### src/rtl/rx_receiver.sv
// Serial frame receiver: hunts preamble/SFD, captures header and payload,
// checks CRC-8 over the payload and presents the frame with status.

// Bit-serial CRC-8, poly 0x07, init 0x00, MSB first.
module crc8_serial (
  input  logic       clk,
  input  logic       rst,
  input  logic       clear,
  input  logic       enable,
  input  logic       data_in,
  output logic [7:0] crc_out
);

  logic fb;

  assign fb = crc_out[7] ^ data_in;

  // Shift one bit per enabled cycle; clear restarts the remainder.
  always_ff @(posedge clk) begin
    if (rst || clear) begin
      crc_out <= 8'h00;
    end else if (enable) begin
      crc_out <= {crc_out[6:0], 1'b0} ^ (fb ? 8'h07 : 8'h00);
    end
  end

endmodule

module rx_receiver #(
  parameter logic [15:0] SYNC_WORD = 16'hAAAB
) (
  input  logic         clk,
  input  logic         rst,
  input  logic         rx_line,
  input  logic [1:0]   my_id,
  output logic [135:0] rx_packet,
  output logic         rx_valid,
  output logic         rx_crc_ok,
  output logic         rx_addr_hit,
  output logic         rx_busy,
  output logic [7:0]   rx_err_cnt
);

  typedef enum logic [2:0] {
    StHunt,
    StHeader,
    StData,
    StCrc,
    StDone
  } state_t;

  state_t         state_q;
  // Only the 15 most recent bits are stored; the live line bit completes the 16-bit window.
  logic [14:0]    window_q;
  logic [7:0]     bit_cnt_q;
  logic [7:0]     hdr_q;
  logic [127:0]   payload_q;
  logic [7:0]     crc_rx_q;

  logic           sync_hit;
  logic [7:0]     data_limit;
  logic [6:0]     pay_idx;
  logic           crc_clear;
  logic           crc_en;
  logic [7:0]     crc_out;

  assign sync_hit   = ({window_q, rx_line} == SYNC_WORD);
  // (len+1)*8-1 == len*8+7
  assign data_limit = {1'b0, hdr_q[3:0], 3'b111};
  assign pay_idx    = 7'd127 - bit_cnt_q[6:0];
  assign crc_clear  = (state_q == StHunt) && sync_hit;
  assign crc_en     = (state_q == StData);

  crc8_serial u_crc (
    .clk     (clk),
    .rst     (rst),
    .clear   (crc_clear),
    .enable  (crc_en),
    .data_in (rx_line),
    .crc_out (crc_out)
  );

  // Frame FSM with registered outputs.
  always_ff @(posedge clk) begin
    if (rst) begin
      state_q     <= StHunt;
      window_q    <= '0;
      bit_cnt_q   <= '0;
      hdr_q       <= '0;
      payload_q   <= '0;
      crc_rx_q    <= '0;
      rx_packet   <= '0;
      rx_valid    <= 1'b0;
      rx_crc_ok   <= 1'b0;
      rx_addr_hit <= 1'b0;
      rx_busy     <= 1'b0;
      rx_err_cnt  <= '0;
    end else begin
      rx_valid <= 1'b0;
      case (state_q)
        StHunt: begin
          window_q <= {window_q[13:0], rx_line};
          if (sync_hit) begin
            state_q   <= StHeader;
            bit_cnt_q <= '0;
            payload_q <= '0;
            rx_busy   <= 1'b1;
          end
        end
        StHeader: begin
          hdr_q <= {hdr_q[6:0], rx_line};
          if (bit_cnt_q == 8'd7) begin
            state_q   <= StData;
            bit_cnt_q <= '0;
          end else begin
            bit_cnt_q <= bit_cnt_q + 8'd1;
          end
        end
        StData: begin
          payload_q[pay_idx] <= rx_line;
          if (bit_cnt_q == data_limit) begin
            state_q   <= StCrc;
            bit_cnt_q <= '0;
          end else begin
            bit_cnt_q <= bit_cnt_q + 8'd1;
          end
        end
        StCrc: begin
          crc_rx_q <= {crc_rx_q[6:0], rx_line};
          if (bit_cnt_q == 8'd7) begin
            state_q   <= StDone;
            bit_cnt_q <= '0;
            rx_busy   <= 1'b0;
          end else begin
            bit_cnt_q <= bit_cnt_q + 8'd1;
          end
        end
        StDone: begin
          rx_packet   <= {hdr_q, payload_q};
          rx_valid    <= 1'b1;
          rx_crc_ok   <= (crc_rx_q == crc_out);
          rx_addr_hit <= (hdr_q[7:6] == my_id);
          if ((crc_rx_q != crc_out) && (rx_err_cnt != 8'hFF)) begin
            rx_err_cnt <= rx_err_cnt + 8'd1;
          end
          // Clearing the window forces a full re-hunt of the next sync.
          window_q    <= '0;
          state_q     <= StHunt;
        end
        default: state_q <= StHunt;
      endcase
    end
  end

endmodule

### config.mk
export PLATFORM = sky130hd
export DESIGN_NAME = rx_receiver
export DESIGN_NICKNAME = d
export VERILOG_FILES = /design/src/rtl/rx_receiver.sv
export SDC_FILE = /design/constraint.sdc
export NUM_CORES = 1
export LEC_CHECK = 0
export CAP_MARGIN = 20
export CORE_MARGIN = 4
export CORE_UTILIZATION = 45
export CTS_CLUSTER_SIZE = 14
export DETAILED_ROUTE_END_ITERATION = 12
export PLACE_DENSITY_LB_ADDON = 0.05
export SETUP_SLACK_MARGIN = 0.1
export SKIP_CTS_REPAIR_TIMING = 1
export SLEW_MARGIN = 15
export SYNTH_ARGS = -nofsm -noshare
export SYNTH_HDL_FRONTEND = slang
export SYNTH_SLANG_ARGS = --single-unit
export TNS_END_PERCENT = 50
### constraint.sdc
create_clock -name clk -period 3 [get_ports clk]
set_input_delay 0.45 -clock clk [delete_from_list [all_inputs] [get_ports clk]]
set_output_delay 0.45 -clock clk [all_outputs]
set_load 0.1 [all_outputs]
# Yosys cells after proc, flatten, opt, wreduce, memory -nomap -nowiden
# Cells that the tools add are included.
# op_classes
addsub	3
order_cmp	2
eq_ne	15
n_mux	20
bitwise	2
n_reduce_logical	15
# ops
cell	n
$pmux 128 s2	1
$bwmux 128	1
$mux 128	1
$pmux 15 s2	1
$mux 8	3
$pmux 8 s3	1
$add 8x1->8 const B	2
$eq 16x16->1 const B	1
$mux 3	5
$pmux 3 s4	1
$eq 8x3->1 const B	1
$eq 8x7->1	1
$eq 8x8->1	1
$lt 7x8->1 const B	1
$ne 8x8->1	1
$ne 8x8->1 const B	1
$xor 8x8->8	1
$demux 1 s7	1
$ge 7x1->1 const B	1
$sub 7x7->7 const A	1
$eq 3x2->1 const B	2
$ne 2x2->1 const B	3
$reduce_and 2->1	3
$reduce_bool 2->1	3
other kinds (14)	19
# totals
register_bits	326
inputBits	5
out_inout_bits	148
wordCells	70

# Logic depth before layout (Yosys ltp)
# Gate-level depths: netlist (run 1).
# depth
depth_word	7
mapped_depth	9
mapped_depth_nobuf	6

# Hierarchy
# From an unflattened synthesis (run 1), not the netlist that was laid out.
# unflattened
hier_cells	1581
area_unflattened_um2	12827.3
# by_module_without_submodules
module	instances	cells_per_inst	area_per_inst_um2	seq_area_each_um2
rx_receiver	1	1547	12483.2	6366.1
crc8_serial	1	34	344.1	160.2

# Worst setup path after synthesis (run 1)
# OpenSTA, ideal clock, no wires.
# synth_path
kind	reg-to-reg
startpoint	reg rx_err_cnt[0]
endpoint	reg rx_err_cnt[5]
setup_time_ns	0.070
arrival_time_ns	2.054
t_required_ns	2.930
slack_ns	0.875
stages_incl_launch_ff	7
n_path_buf	0
synth_period_minus_slack_ns	2.125
path_cell_list	dfxtp_1 > ha_1 > nand3_1 > nor2_1 > nand4b_1 > or4_1 > a21oi_1
# synth_via
elab_chain_cells	3
elab_cells_between_ends	4
cone_classes	1 x add/sub; 1 x eq/ne; 2 x reduce/logical
# synth_rtl
element	line	rtl
start: declaration	41	output logic [7:0] rx_err_cnt
start signal: assignment	144	rx_err_cnt <= rx_err_cnt + 8'd1;
parallel branches: the longest is 3 deep, another holds $add 8x1->8	--	
# Parallel ways; which one is timed is not known.
# A chain may end at the register's enable or synchronous reset.

# Worst setup path in the final report (run 1)
# layout_path
startpoint	reg state_q[2]
endpoint	reg payload_q[125]
# layout_via
elab_chain_cells	3
elab_cells_between_ends	6
cone_classes	2 x eq/ne; 1 x mux; 3 x reduce/logical
# layout_rtl
element	line	rtl
start: declaration	52	state_t state_q;
start signal: assignment	86	state_q <= StHunt;
start signal: assignment	104	state_q <= StHeader;
start signal: assignment	113	state_q <= StData;
$eq 3x2->1 or $logic_not 3->1 (tied branches)	100	case (state_q)
$reduce_bool 2->1 (no source line) or $ne 2x2->1 (tied branches)	--	
$reduce_and 2->1 (no source line)	--	
end signal: indexed assignment	120	payload_q[pay_idx] <= rx_line;
end: declaration	57	logic [127:0] payload_q;
# Several ways; a longest one is shown, not always the timed one.

==> run summary, run 1 <==
Psw - 1790 uW
leakage - 0.00542 uW
Final Core Density - 55.4%
PortBufs - 152
CTS tree - yes
Synth Net Count - 1,563
Slew headroom - 41.7%
CP startpoint - state_q[2]$_SDFFE_PP0P_
clk buf depth - 3
CP delay by family, top - simple AND/OR/NAND/NOR gates
Int Power - 6900 uW
Clock transition at path regs - 0.06 ns
Max-Cap Viols - 0
Crit. End Element - flop
Hold Violations, Final - 0
finished layout cell area - 15,500 sq um
root buffer cell - clkbuf_16
initial core utilization - 46.0%
reg-to-reg setup timing slack - 0.50 ns
synth warn - 0
Core Footprint - 28,000 sq um
slowest CP cell - nand2_1
Startpoint Class - flop
part of the power in registers - 49.9%
DP HPWL - 23,500 microns
Die Span Y - 177 microns
Detail Route Antenna Nets - 0
post-route setup TNS - 0 ns
crit-path max cell delay - 0.68 ns
Post-synth EDFFs - 0
clock skew - 0.0118 ns
H-tree depth - 2
Vias - 11,300
global-route wire length before repair - 58,300 microns
Ports - 153
Netlist cell types - 62
post-synthesis cell count - 1,556
Setup WS pre-CTS - 0.516 ns
Gate power share - 1.1%
Bufs and invs on worst path - 1
nets - 1,671
Max Fclk - 400 MHz
Placed Area - 14,400 sq um
vias per cell - 5.46
Syn Std Cell Area - 12,900 sq um
Final setup viols - 0
Seq cells post-synth - 326
minimum clock period - 2.50 ns
gpl congestion - 0.834
unrepaired setup endpoints after global routing - no
Worst-Margin Slew - 0.875 ns
Layout area overhead - 20.5%
initial antenna violation count - 0
Max rail drop VDD - 392 uV
Synth Flop Type - dfxtp_1
Synth async-reset ratio - 0%
largest net degree at the start of global routing - 168
first-pass iteration count of the detailed router - 5
antenna cells - 0
share of cells above drive strength 1 - 16.7%
hold_ws - 0.373 ns
CP required - 3.36 ns
DRC violations left - 0
vias in the first global route - 10,600
sw frac - 20.6%
cell chain of the critical path - buf_4 -> nor3b_4 -> nand2_1 -> o211ai_1 -> a21oi_1
Clk pwr share - 49.0%
run status - finished clean
Slew Limit Fails - 0
Sink Count - 326
reg2reg start - state_q[2]$_SDFFE_PP0P_
WS Path Type - flop to flop
drt total wl - 37,000 microns
WP data arrival - 2.86 ns
Min-Delay Startpoint - rst
clk_lat worst skew - 0.51 ns
die area - 31,400 sq um
Num CTS Buffers - 36
# rows - 61
register area share after synthesis - 50.7%
starting DRC count in detailed routing - 884
syn avg cell area - 8.27 sq um
Final period util - 83.4%
drt wl/cell - 17.9 microns
cell area power density - 560 nW/um^2
Worst Hold Class - primary input to flop
Die Wd - 177 microns
Total GRT Usage - 23.0%
Max FO, Critical Path - 15
grt total ovfl - 0
fin worst setup slack - 0.499 ns
## synthesized netlist by cell type, types with 2 or more instances
| library cell | instances | area share, % |
|---|---|---|
| buf_6 | 8 | 0.70 |
| buf_2 | 40 | 1.6 |
| o31ai_1 | 2 | 0.12 |
| inv_1 | 5 | 0.15 |
| nor2_1 | 102 | 3.0 |
| nand2b_1 | 7 | 0.34 |
| xnor2_1 | 16 | 1.1 |
| nand4_1 | 4 | 0.19 |
| nand3b_1 | 18 | 1.0 |
| and2_1 | 3 | 0.15 |
| o21a_1 | 2 | 0.12 |
| nor3b_1 | 2 | 0.12 |
| nor3_2 | 2 | 0.16 |
| a21oi_1 | 234 | 9.1 |
| nand2_2 | 2 | 0.097 |
| or3b_2 | 2 | 0.14 |
| and3_1 | 2 | 0.097 |
| nand4b_1 | 2 | 0.14 |
| mux2_1 | 2 | 0.17 |
| nor2_2 | 8 | 0.39 |
| xor2_1 | 3 | 0.20 |
| nand3_1 | 15 | 0.58 |
| dfxtp_1 | 326 | 51 |
| nor4_4 | 2 | 0.33 |
| o21ai_1 | 3 | 0.12 |
| o211ai_1 | 67 | 3.9 |
| nand4bb_1 | 3 | 0.26 |
| nor3_1 | 12 | 0.47 |
| nor2b_1 | 8 | 0.39 |
| buf_1 | 6 | 0.17 |
| clkbuf_1 | 73 | 2.1 |
| nor2_4 | 5 | 0.44 |
| ha_1 | 2 | 0.19 |
| a32oi_1 | 61 | 4.2 |
| mux2i_1 | 19 | 1.5 |
| nand2_1 | 457 | 13 |
| a22o_1 | 3 | 0.20 |
| buf_4 | 3 | 0.17 |
| or4_1 | 2 | 0.12 |
## layout make-up
cell class	instances	area [sq um]
Tap cell	378	473
Multi-Input combinational cell	1093	5720
Timing Repair Buffer	201	1620
Sequential cell	326	6530
Fill cell	2724	12500
Clock buffer	52	1070
Inverter	6	22.5
Clock inverter	8	70.1
## path summary, 6_finish.rpt
path                                 endpoint  cells after the start
hold / removal     payload_q[23]$_SDFFE_PP0P_                      2
hold reg to reg   rx_packet[105]$_SDFFE_PP0P_                      2
setup / recovery  payload_q[125]$_SDFFE_PP0P_                      5
setup reg to reg  payload_q[125]$_SDFFE_PP0P_                      5
## sequential cells by signal (all words and copies together) (netlist names)
register / count
payload_q: 128
bit_cnt_q: 8
rx_valid: 1
window_q: 15
rx_err_cnt: 8
hdr_q: 8
rx_busy: 1
rx_crc_ok: 1
u_crc.crc_out: 8
state_q: 3
rx_addr_hit: 1
crc_rx_q: 8
rx_packet: 136
## power groups by stage
stage	combinational, uW	clock (uW)	sequential, uW
2_1_floorplan	69.8	0	4430
3_3_place_gp	98.8	0	4430
3_5_place_dp	97.7	0	4430
4_1_cts	97.4	4350	4330
5_1_grt	106	4530	4330
6_report	97.3	4260	4330
## cells in the final DEF, fill, tap and decap left out, types with 3 or more instances in the layout
cell / netlist / routed
xor2_1: 3 / 3
a21oi_1: 234 / 234
dfxtp_1: 326 / 326
nand4bb_1: 3 / 3
nor2b_1: 8 / 8
nor2_1: 102 / 102
nand4_1: 4 / 4
nor2_4: 5 / 5
nand2b_1: 7 / 7
inv_1: 5 / 5
clkbuf_16: 0 / 37
clkbuf_1: 73 / 6
o21ai_1: 3 / 3
buf_12: 0 / 8
nor2_2: 8 / 8
clkbuf_8: 0 / 9
nand3_1: 15 / 15
buf_4: 3 / 189
clkinv_2: 0 / 5
nor3_1: 12 / 12
nand2_1: 457 / 456
a32oi_1: 61 / 61
clkdlybuf4s50_1: 0 / 3
a22o_1: 3 / 3
o211ai_1: 67 / 67
mux2i_1: 19 / 19
xnor2_1: 16 / 16
nand3b_1: 18 / 18
## cell families (layout without fill, tap and decap cells)
| kind of cell | Yosys count | count (layout) | synth area share [%] |
|---|---|---|---|
| and+or+nand+nor | 666 | 666 | 22.4 |
| adders and majority gates | 2 | 2 | 0.194 |
| DFF | 326 | 326 | 50.7 |
| xor gates and xnor gates | 19 | 19 | 1.29 |
| AOI/OAI and AO/OA | 384 | 384 | 18.8 |
| buffers and inverters | 137 | 267 | 4.95 |
| muxes | 22 | 22 | 1.74 |
## through the flow
step | power [uW] | cells
global route | 8970 | 2064
finish | 8690 | 2064
CTS | 8780 | 2064
detailed placement | 4530 | 2004
floorplan | 4500 | 1556
global placement | 4530 | 2004
## routing by layer
| metal | global-route usage [%] | routed length, microns | vias to the layer above |
|---|---|---|---|
| met5 | 0 | 0 | - |
| met4 | 5.77 | 731 | 0 |
| met3 | 3.95 | 1980 | 50 |
| met2 | 37.1 | 17000 | 272 |
| met1 | 32.1 | 17200 | 5403 |
| li1 | - | - | 5539 |
(Power assumes the default switching activity.)
==> run 2: changes to the inputs <==
==> constraint.sdc (replaced) <==
create_clock -name clk -period 2.2 [get_ports clk]
set_input_delay 0.33 -clock clk [delete_from_list [all_inputs] [get_ports clk]]
set_output_delay 0.33 -clock clk [all_outputs]
set_load 0.1 [all_outputs]
==> run 2 against run 1 <==
Net effect: cell area up 2.6%; combinational power rose by 47%; register-to-register slack worse by 0.23 ns; first-iteration DRC count grew 3.7%; non-clock buffer count rose by 38; sequential power grew 36%; via count rose by 0.84%; critical path depth rose by 2; total power up 39%; maximum frequency rose by 30%; critical endpoint is now payload_q[22]$_SDFFE_PP0P_; largest cell class unchanged.
==> run summary, run 2 (same netlist as run 1, synthesis figures left out) <==
# rows - 61 (unchanged)
root buffer cell - clkbuf_16 (unchanged)
Psw - 2500 uW (was 1790 uW)
Int Power - 9550 uW (was 6900 uW)
Clk pwr share - 49.7% (was 49.0%)
Die Span Y - 177 microns (unchanged)
Ports - 153 (unchanged)
WP data arrival - 2.36 ns (was 2.86 ns)
Worst R2R Path Depth - 7 (was 5)
vias per cell - 5.40 (was 5.46)
CTS tree - yes (unchanged)
share of cells above drive strength 1 - 18.8% (was 16.7%)
Max rail drop VDD - 565 uV (was 392 uV)
fin worst setup slack - 0.270 ns (was 0.499 ns)
PortBufs - 152 (unchanged)
starting DRC count in detailed routing - 917 (was 884)
CP startpoint - state_q[2]$_SDFFE_PP0P_ (unchanged)
Fillers - 2,691 (was 2,724)
Detail Route Antenna Nets - 0 (unchanged)
Gate power share - 1.2% (was 1.1%)
Sink Count - 326 (unchanged)
Final Core Density - 56.8% (was 55.4%)
Worst Hold Class - primary input to flop (unchanged)
Layout area overhead - 23.6% (was 20.5%)
reg2reg start - state_q[2]$_SDFFE_PP0P_ (unchanged)
initial core utilization - 46.0% (unchanged)
Worst-Margin Slew - 1.04 ns (was 0.875 ns)
drt wl/cell - 17.8 microns (was 17.9 microns)
clk buf depth - 3 (unchanged)
DRC violations left - 0 (unchanged)
Max FO, Critical Path - 24 (was 15)
most common cell after layout, fill and taps aside - nand2_1 (unchanged)
WS Path Type - flop to flop (unchanged)
finished layout cell area - 15,900 sq um (was 15,500 sq um)
reg-to-reg setup timing slack - 0.27 ns (was 0.50 ns)
Slew headroom - 30.6% (was 41.7%)
part of the power in registers - 49.1% (was 49.9%)
commonest non-fill, non-tap cells in the layout - 456 x nand2_1, 323 x dfxtp_1, 234 x a21oi_1, 222 x buf_4, 102 x nor2_1 (was 456 x nand2_1, 326 x dfxtp_1, 234 x a21oi_1, 189 x buf_4, 102 x nor2_1)
Final period util - 87.7% (was 83.4%)
Non-Filler Instances - 2,105 (was 2,064)
drt total wl - 37,500 microns (was 37,000 microns)
flip-flop count of the largest register after layout - 136 (unchanged)
gpl congestion - 0.845 (was 0.834)
Slew Limit Fails - 0 (unchanged)
Hold Violations, Final - 0 (unchanged)
Die Wd - 177 microns (unchanged)
initial antenna violation count - 0 (unchanged)
Clock transition at path regs - 0.06 ns (about the same)
Core Footprint - 28,000 sq um (unchanged)
CP required - 2.63 ns (was 3.36 ns)
Num CTS Buffers - 37 (was 36)
Vias - 11,400 (was 11,300)
vias in the first global route - 10,900 (was 10,600)
cell area power density - 757 nW/um^2 (was 560 nW/um^2)
Max Fclk - 518 MHz (was 400 MHz)
global-route wire length before repair - 60,500 microns (was 58,300 microns)
first-pass iteration count of the detailed router - 5 (unchanged)
FF-to-FF End - payload_q[22]$_SDFFE_PP0P_ (was payload_q[125]$_SDFFE_PP0P_)
placed cells - 2,042 (was 2,004)
Crit. End Element - flop (unchanged)
sw frac - 20.7% (was 20.6%)
biggest regs - rx_packet x136, payload_q x128, window_q x15 (unchanged)
largest net degree at the start of global routing - 100 (was 168)
Top reg by flops - rx_packet (unchanged)
Startpoint Class - flop (unchanged)
Placed Area - 14,700 sq um (was 14,400 sq um)
hold_ws - 0.0473 ns (was 0.373 ns)
clock skew - 0.0217 ns (was 0.0118 ns)
clk_lat worst skew - 0.52 ns (was 0.51 ns)
nets - 1,710 (was 1,671)
minimum clock period - 1.93 ns (was 2.50 ns)
unrepaired setup endpoints after global routing - yes (was no)
grt total ovfl - 0 (unchanged)
Setup crit end - payload_q[22]$_SDFFE_PP0P_ (was payload_q[125]$_SDFFE_PP0P_)
H-tree depth - 2 (unchanged)
run status - finished clean (unchanged)
die area - 31,400 sq um (unchanged)
Final setup viols - 0 (unchanged)
DP HPWL - 24,400 microns (was 23,500 microns)
leakage - 0.00568 uW (was 0.00542 uW)
Setup WS pre-CTS - -0.0326 ns (was 0.516 ns)
Total GRT Usage - 23.7% (was 23.0%)
Max-Cap Viols - 0 (unchanged)
==> run 2: critical path: stages, from the launching register on <==
cell	delay, ns
dfxtp_1	0.31
buf_4	0.21
nor3b_4	0.25
buf_12	0.21
nand2_2	0.19
nor3_2	0.42
nand2_1	0.10
a21oi_1	0.15
==> run 2: per-stage QoR <==
stage	total power, uW	setup TNS [ns]
3_5_place_dp	6180	-0.0556
2_1_floorplan	6130	0
6_report	12000	0
5_1_grt	12400	0
3_3_place_gp	6180	0
4_1_cts	12200	0
==> run 2: worst min path at each step <==
stage                          startpoint                          to  slack, ns  cells after the start
6_report                              rst     state_q[0]$_SDFFE_PP0P_       0.05                      2
3_5_place_dp   payload_q[99]$_SDFFE_PP0P_  rx_packet[99]$_SDFFE_PP0P_       0.44                      2
2_1_floorplan  payload_q[96]$_SDFFE_PP0P_  payload_q[96]$_SDFFE_PP0P_       0.43                      2
4_1_cts                               rst     state_q[0]$_SDFFE_PP0P_       0.04                      2
3_3_place_gp    bit_cnt_q[7]$_SDFFE_PP0P_   bit_cnt_q[7]$_SDFFE_PP0P_       0.44                      1
5_1_grt                               rst     state_q[0]$_SDFFE_PP0P_       0.04                      2
==> run 2: power by group through the flow <==
stage | sequential [uW] | clock [uW] | combinational, uW
floorplan | 6040 | 0 | 95.2
global placement | 6040 | 0 | 144
detailed placement | 6040 | 0 | 144
CTS | 5910 | 6110 | 144
global route | 5910 | 6370 | 157
finish | 5910 | 5990 | 143
==> run 2: per-layer routing <==
layer	routed length, microns	up-vias	GRT usage (%)
li1	-	5615	-
met1	17800	5412	35.0
met2	16900	283	36.6
met3	2150	49	3.59
met4	657	0	5.87
met5	0	-	0
==> run 2: layout make-up <==
type / instances / area [sq um] / area share, %
timing repair buffer: 239 / 1970 / 12.4
clock buffer: 54 / 1110 / 6.99
antenna: 1 / 2.50 / 0.0157
multi-input combinational: 1093 / 5730 / 36.0
inverter: 6 / 22.5 / 0.142
tap: 378 / 473 / 2.97
sequential: 326 / 6530 / 41.0
clock inverter: 8 / 72.6 / 0.456
